$ cat src/rtl/window_serializer_pkg.sv
// Shared constants, state encoding and window layout helper for the window
// serializer and its sibling window buffer.
package window_serializer_pkg;

  localparam int FILTER_SIZE    = 5;
  localparam int WIN_PIXELS     = FILTER_SIZE * FILTER_SIZE;
  localparam int DATA_BIT_WIDTH = 12;

  localparam logic [2:0] ROW_LAST = 3'd4;
  localparam logic [2:0] COL_LAST = 3'd4;

  typedef enum logic {
    ST_IDLE,
    ST_STREAM
  } state_e;

  // LSB position of pixel (row,col) inside the flattened row-major window.
  function automatic int pix_lsb(input int row, input int col, input int width);
    return row * FILTER_SIZE * width + col * width;
  endfunction

endpackage

$ cat src/rtl/window_serializer_if.sv
// Window-in / pixel-out handshake bundle. The serializer takes the slave view,
// the producer/consumer side takes the master view.
interface window_serializer_if #(
  parameter int DataBitWidth = window_serializer_pkg::DATA_BIT_WIDTH
) ();

  logic                                                   win_valid;
  logic                                                   win_ready;
  logic [DataBitWidth*window_serializer_pkg::WIN_PIXELS-1:0] win_data;
  logic                                                   px_valid;
  logic                                                   px_ready;
  logic signed [DataBitWidth-1:0]                         px_data;
  logic                                                   px_first;
  logic                                                   px_last;
  logic [2:0]                                             px_row;
  logic [2:0]                                             px_col;

  modport slave (
    input  win_valid, win_data, px_ready,
    output win_ready, px_valid, px_data, px_first, px_last, px_row, px_col
  );

  modport master (
    output win_valid, win_data, px_ready,
    input  win_ready, px_valid, px_data, px_first, px_last, px_row, px_col
  );

endinterface

$ cat src/rtl/window_pixel_mux.sv
// Combinational 25:1 pixel select of a flattened window by {row,col}.
module window_pixel_mux
  import window_serializer_pkg::*;
#(
  parameter int DataBitWidth = DATA_BIT_WIDTH
) (
  input  logic [DataBitWidth*WIN_PIXELS-1:0] win,
  input  logic [2:0]                         row,
  input  logic [2:0]                         col,
  output logic [DataBitWidth-1:0]            px
);

  always_comb begin
    // NOTE: assigning a default before any conditional write keeps this block
    // purely combinational; without it an unmatched {row,col} would infer a latch.
    px = '0;
    for (int r = 0; r < FILTER_SIZE; r++) begin
      for (int c = 0; c < FILTER_SIZE; c++) begin
        if (row == 3'(r) && col == 3'(c)) begin
          px = win[pix_lsb(r, c, DataBitWidth) +: DataBitWidth];
        end
      end
    end
  end

endmodule

$ cat src/rtl/window_serializer.sv
// Parallel 5x5 window in, row-major serial pixel stream out. One active and one
// pending window give bubble-free back-to-back streaming.
module window_serializer
  import window_serializer_pkg::*;
#(
  parameter int DataBitWidth = DATA_BIT_WIDTH
) (
  input  logic                 clk,
  input  logic                 rst,
  input  logic                 en,
  window_serializer_if.slave   bus
);

  localparam int WinBits = DataBitWidth * WIN_PIXELS;

  state_e                  state_q, state_d;
  logic [WinBits-1:0]      cur_q, cur_d;
  logic [WinBits-1:0]      pend_q, pend_d;
  logic                    pend_full_q, pend_full_d;
  logic [2:0]              row_q, row_d;
  logic [2:0]              col_q, col_d;
  logic                    px_valid_q, px_valid_d;
  logic [DataBitWidth-1:0] px_data_q, px_data_d;
  logic                    px_first_q, px_first_d;
  logic                    px_last_q, px_last_d;
  logic [DataBitWidth-1:0] mux_px;

  logic accept, beat, end_of_win;

  // accept and beat both carry en, so en=0 freezes every state element below.
  assign bus.win_ready = en & ~pend_full_q;
  assign accept        = bus.win_valid & bus.win_ready;
  assign beat          = px_valid_q & bus.px_ready & en;
  assign end_of_win    = (row_q == ROW_LAST) && (col_q == COL_LAST);

  always_comb begin
    state_d     = state_q;
    cur_d       = cur_q;
    pend_d      = pend_q;
    pend_full_d = pend_full_q;
    row_d       = row_q;
    col_d       = col_q;
    px_valid_d  = px_valid_q;

    unique case (state_q)
      ST_IDLE: begin
        if (accept) begin
          cur_d      = bus.win_data;
          row_d      = '0;
          col_d      = '0;
          px_valid_d = 1'b1;
          state_d    = ST_STREAM;
        end
      end
      ST_STREAM: begin
        if (beat && end_of_win) begin
          row_d = '0;
          col_d = '0;
          if (pend_full_q) begin
            cur_d       = pend_q;
            pend_full_d = 1'b0;
          end else if (accept) begin
            cur_d = bus.win_data;
          end else begin
            px_valid_d = 1'b0;
            state_d    = ST_IDLE;
          end
        end else begin
          if (beat) begin
            if (col_q == COL_LAST) begin
              col_d = '0;
              row_d = row_q + 3'd1;
            end else begin
              col_d = col_q + 3'd1;
            end
          end
          if (accept) begin
            pend_d      = bus.win_data;
            pend_full_d = 1'b1;
          end
        end
      end
      default: state_d = ST_IDLE;
    endcase
  end

  // Output registers are fed from the next-cycle window/position so the first
  // beat is visible one cycle after accept; when idle they hold their last value.
  window_pixel_mux #(.DataBitWidth(DataBitWidth)) u_pixel_mux (
    .win (cur_d),
    .row (row_d),
    .col (col_d),
    .px  (mux_px)
  );

  assign px_data_d  = px_valid_d ? mux_px : px_data_q;
  assign px_first_d = px_valid_d && (row_d == 3'd0) && (col_d == 3'd0);
  assign px_last_d  = px_valid_d && (row_d == ROW_LAST) && (col_d == COL_LAST);

  // NOTE: sequential state uses non-blocking assignments so every flop samples
  // pre-edge values regardless of statement order.
  always_ff @(posedge clk or posedge rst) begin
    if (rst) begin
      state_q     <= ST_IDLE;
      pend_full_q <= 1'b0;
      row_q       <= '0;
      col_q       <= '0;
      px_valid_q  <= 1'b0;
      px_data_q   <= '0;
      px_first_q  <= 1'b0;
      px_last_q   <= 1'b0;
    end else begin
      state_q     <= state_d;
      pend_full_q <= pend_full_d;
      row_q       <= row_d;
      col_q       <= col_d;
      px_valid_q  <= px_valid_d;
      px_data_q   <= px_data_d;
      px_first_q  <= px_first_d;
      px_last_q   <= px_last_d;
    end
  end

  // NOTE: the window storage is deliberately left unreset; its contents are
  // only observed once state/pend_full mark it live, so reset discards it.
  always_ff @(posedge clk) begin
    cur_q  <= cur_d;
    pend_q <= pend_d;
  end

  assign bus.px_valid = px_valid_q;
  assign bus.px_data  = px_data_q;
  assign bus.px_first = px_first_q;
  assign bus.px_last  = px_last_q;
  assign bus.px_row   = row_q;
  assign bus.px_col   = col_q;

endmodule

$ cat src/flat_wrapper.sv
// flat-port wrapper written by rule: the top's interface ports become plain ports
module window_serializer_flat import window_serializer_pkg::*;
#(
  parameter int DataBitWidth = DATA_BIT_WIDTH
)
  (clk, rst, en, bus_win_valid, bus_win_data, bus_px_ready, bus_win_ready, bus_px_valid, bus_px_data, bus_px_first, bus_px_last, bus_px_row, bus_px_col);
  window_serializer_if #(.DataBitWidth(DataBitWidth)) bus_i ();
  input  logic clk;
  input  logic rst;
  input  logic en;
  input wire logic [$bits(bus_i.win_valid)-1:0] bus_win_valid;
  input wire logic [$bits(bus_i.win_data)-1:0] bus_win_data;
  input wire logic [$bits(bus_i.px_ready)-1:0] bus_px_ready;
  output wire logic [$bits(bus_i.win_ready)-1:0] bus_win_ready;
  output wire logic [$bits(bus_i.px_valid)-1:0] bus_px_valid;
  output wire logic [$bits(bus_i.px_data)-1:0] bus_px_data;
  output wire logic [$bits(bus_i.px_first)-1:0] bus_px_first;
  output wire logic [$bits(bus_i.px_last)-1:0] bus_px_last;
  output wire logic [$bits(bus_i.px_row)-1:0] bus_px_row;
  output wire logic [$bits(bus_i.px_col)-1:0] bus_px_col;
  assign bus_i.win_valid = bus_win_valid;
  assign bus_i.win_data = bus_win_data;
  assign bus_i.px_ready = bus_px_ready;
  assign bus_win_ready = bus_i.win_ready;
  assign bus_px_valid = bus_i.px_valid;
  assign bus_px_data = bus_i.px_data;
  assign bus_px_first = bus_i.px_first;
  assign bus_px_last = bus_i.px_last;
  assign bus_px_row = bus_i.px_row;
  assign bus_px_col = bus_i.px_col;
  window_serializer #(.DataBitWidth(DataBitWidth)) u_core (.clk(clk), .rst(rst), .en(en), .bus(bus_i));
endmodule
$ cat config.mk
export PLATFORM = sky130hd
export DESIGN_NAME = window_serializer_flat
export DESIGN_NICKNAME = d
export VERILOG_FILES = /design/src/rtl/window_serializer_pkg.sv /design/src/rtl/window_serializer_if.sv /design/src/rtl/window_pixel_mux.sv /design/src/rtl/window_serializer.sv /design/src/flat_wrapper.sv
export SDC_FILE = /design/constraint.sdc
export NUM_CORES = 1
export LEC_CHECK = 0
export CORE_MARGIN = 5
export CORE_UTILIZATION = 40
export CTS_BUF_LIST = sky130_fd_sc_hd__clkbuf_4
export DETAILED_ROUTE_END_ITERATION = 7
export GPL_TIMING_DRIVEN = 0
export PLACE_DENSITY_LB_ADDON = 0.1
export REMOVE_ABC_BUFFERS = 1
export SETUP_SLACK_MARGIN = 0.15
export SKIP_CTS_REPAIR_TIMING = 1
export SLEW_MARGIN = 30
export SYNTH_ARGS = -nofsm -noshare
export SYNTH_HDL_FRONTEND = slang
export SYNTH_SLANG_ARGS = --single-unit
$ cat constraint.sdc
create_clock -name clk -period 62.7 [get_ports clk]
set_clock_uncertainty 0.05 [all_clocks]
set_input_delay 6.27 -clock clk [delete_from_list [all_inputs] [get_ports clk]]
set_output_delay 6.27 -clock clk [all_outputs]
set_load 0.01 [all_outputs]
==> metrics.md <==
| Metric | Value |
|---|---|
| Initial Util | `40.4%` |
| PnR worst setup slack | `48.67 ns` |
| Rel. slew slack | `31.8%` |
| DP Worst Slack | `48.62 ns` |
| Vias in the first global route | `19900` |
| Clock sink count | `623` |
| CP peak stage delay | `0.59 ns` |
| Largest net degree at the start of global routing | `52` |
| Clock root buffer | `clkbuf_4` |
| Fin crit share | `22.4%` |
| Yosys reg bits | `623` |
| Die Area | `~66000 um^2` |
| # rows | `90` |
| First-pass GRT wire length | `around 120000 um` |
| Core box area | `about 60000 um^2` |
| CP required | `56.38 ns` |
| Fraction of layout cells with a size suffix above 1 | `15.1%` |
| Clock Pin Slew Worst Setup and Hold Paths | `0.07 ns` |
| WP data arrival | `7.71 ns` |
| Final hold violation count | `0` |
| Routed WL | `83900 um` |
| H-tree Lvls | `4` |
| Critical path, cell by cell | `clkdlybuf4s50_1, nor2b_1, clkdlybuf4s50_1` |
| Gpl congestion | `0.794` |
| GRT Overall Usage | `24.4%` |
| Most Frequent Cell on Critical Path | `clkdlybuf4s50_1` |
| Via count | `19900` |
| FFs w/ async S/R, synth | `3.69%` |
| Die Y-Extent | `257 um` |
| Total gr overflow | `0` |
| Static Leakage | `12.2 nW` |
| Post-synthesis cell area | `about 24000 um^2` |
| Startpoint types | `input pin` |
| Slowest-stage cell, CP | `clkdlybuf4s50_1` |
| RSZ-0062 raised after global routing | `false` |
| TNS Setup | `0 ns` |
| Clock Tree Buf Depth | `3` |
| Status | `finished, final reports clean` |
| Num ports | `327` |
| Setup violators final | `0` |
| Drt first pass iters | `6` |
| Netlist cell types | `89` |
| Sequential element share of the synthesized area | `63.9%` |
| Hpwl dp | `around 57000 um` |
| Per-cell routed wire length | `23.7 um` |
| Worst path bufs/invs | `2` |
| CTS tree | `built` |
| # nets final | `2921` |
| Die X | `257 um` |
| Area Overhead vs Synth | `27.6%` |
| Post-Syn Instances | `2184` |
| Crit Path Max Fanout | `6` |
| Initial DRC count | `1843` |
| Synth warn | `0` |
| Antenna-violating nets left | `0` |
| EDFF count, synth | `300` |
| Crit Path Class | `input pin to primary output` |
| Port bufs | `326` |
| HP Class | `flip-flop to flip-flop` |
| # DRC | `0` |
| Power Density | `31.9 nW/um^2` |
| CP top delay family | `buffers and inverters` |
| Fmax | `71.3 MHz` |
| Critical Path Sink Type | `primary output` |
| Syn Area/Cell | `11.2 um^2` |
| Initial antenna violation count | `10` |
| Shortest period the worst path allows | `14.03 ns` |
| Worst-skew pair later-pin latency | `approximately 0.99 ns` |
| Most common cell after layout, fill and taps aside | `nand2_1` |
| Most frequent cells in the layout | `nand2_1 (614), clkdlybuf4s50_1 (326), a22oi_1 (307), dfxtp_1 (300), edfxtp_1 (300)` |
| Num CTS Buffers | `168` |
| Final-report max-slew violation count | `0` |
| Ys flop type | `edfxtp_1` |
| Pin slew with the least headroom to its limit | `1.02 ns` |
| Max cap viols | `0` |
| Peak VDD IR | `13.7 uV` |
| Via-per-instance ratio | `5.62` |
## routing by layer
layer / up-vias / GRT usage (%) / part of all wire [%]
met4: 8 / 7.02 / 1.9
met2: 822 / 38.8 / 47
li1: 9119 / - / -
met5: - / 0 / 0.056
met3: 110 / 5.89 / 6.8
met1: 9830 / 33.7 / 44
## registers in the layout, indices dropped and copies added (netlist names)
name                 cells
u_core.cur_q           300
u_core.pend_q          300
u_core.bus.px_data      12
u_core.bus.px_col        3
u_core.bus.px_row        3
u_core.bus.px_first      1
u_core.bus.px_last       1
u_core.bus.px_valid      1
u_core.pend_full_q       1
u_core.state_q           1
## layout make-up
type,instances,area (um^2)
Clock buffer,261,1960
Tap cell,782,978
Multi-Input combinational cell,1406,8120
Antenna cell,9,22.5
Timing Repair Buffer,398,4130
Inverter,15,66.3
Sequential cell,623,15600
Fill cell,5485,29200
Clock inverter,43,265
## tightest hold or removal path, cell delays in order (launching register included)
cell and delay (ns):
edfxtp_1 0.32, nand2_1 0.05, nand2_1 0.07
## power breakdown
group          internal [mW]  leakage, nW  switching [mW]
logic                 0.0547         5.34           0.108
clock network          0.202         1.33           0.174
registers              0.446         5.49         0.00813
total                  0.702         12.2           0.289
## synthesized netlist by cell type, drive strengths merged, types with 3 or more instances
master	n	area (um^2)
or2	7	43.8
nor4	7	92.6
a221oi	24	223
a211oi	27	223
o2111ai	5	50.0
a22oi	307	2300
a31oi	10	62.6
ha	4	50.1
a22o	5	43.8
mux2i	8	83.8
inv	14	55.1
dfrtp	23	576
nor3	15	75.1
a2111oi	13	134
edfxtp	300	9010
and3	13	81.3
o22ai	17	106
o211ai	13	97.6
nand2	616	2320
nand4	21	213
a2bb2oi	4	35.0
o31ai	4	35.0
and2	12	75.1
a21o	3	22.5
a221o	16	160
o21ai	38	198
buf	118	643
a21oi	49	260
nand3b	9	67.6
nand3	41	210
o32ai	4	35.0
a32oi	9	97.6
nor2	65	277
o221ai	7	61.3
or3	4	25.0
clkbuf	22	82.6
dfxtp	300	6010
## kinds of logic after synthesis
logic type	synth area share, %
multiplexers	0.390
AO/OA/AOI/OAI	17.7
adder cells (fa/ha/maj)	0.205
AND/OR/NAND/NOR	14.6
buffers and inverters	3.24
flip-flops	63.9
## worst paths after layout
kind                                          from                endpoint  slack, ns  cells past startpoint
worst max-delay path                            en           bus_win_ready      48.67                      3
worst min-delay path            u_core.pend_q[166]       u_core.cur_q[166]       0.38                      2
worst max register to register  u_core.pend_full_q  u_core.bus.px_data[10]      57.04                     10
worst min register to register  u_core.pend_q[166]       u_core.cur_q[166]       0.38                      2
max in group asynchronous                      rst    u_core.bus.px_col[1]      56.39                      2
min in group asynchronous                      rst   u_core.bus.px_data[0]       5.72                      2
## through the flow
step           power, mW  utilization (%)  hold WS (ns)  area, um^2  std cells
2_1_floorplan      0.538                -         0.357       23700       2044
3_3_place_gp       0.629             46.3         0.370       27900       3152
3_5_place_dp       0.625             47.8         0.382       28900       3224
4_1_cts             1.00             51.5         0.393       31100       3528
5_1_grt             1.03             51.6         0.410       31100       3536
6_report           0.992             51.6         0.383       31100       3537
Power figures use the tool's default switching activity.
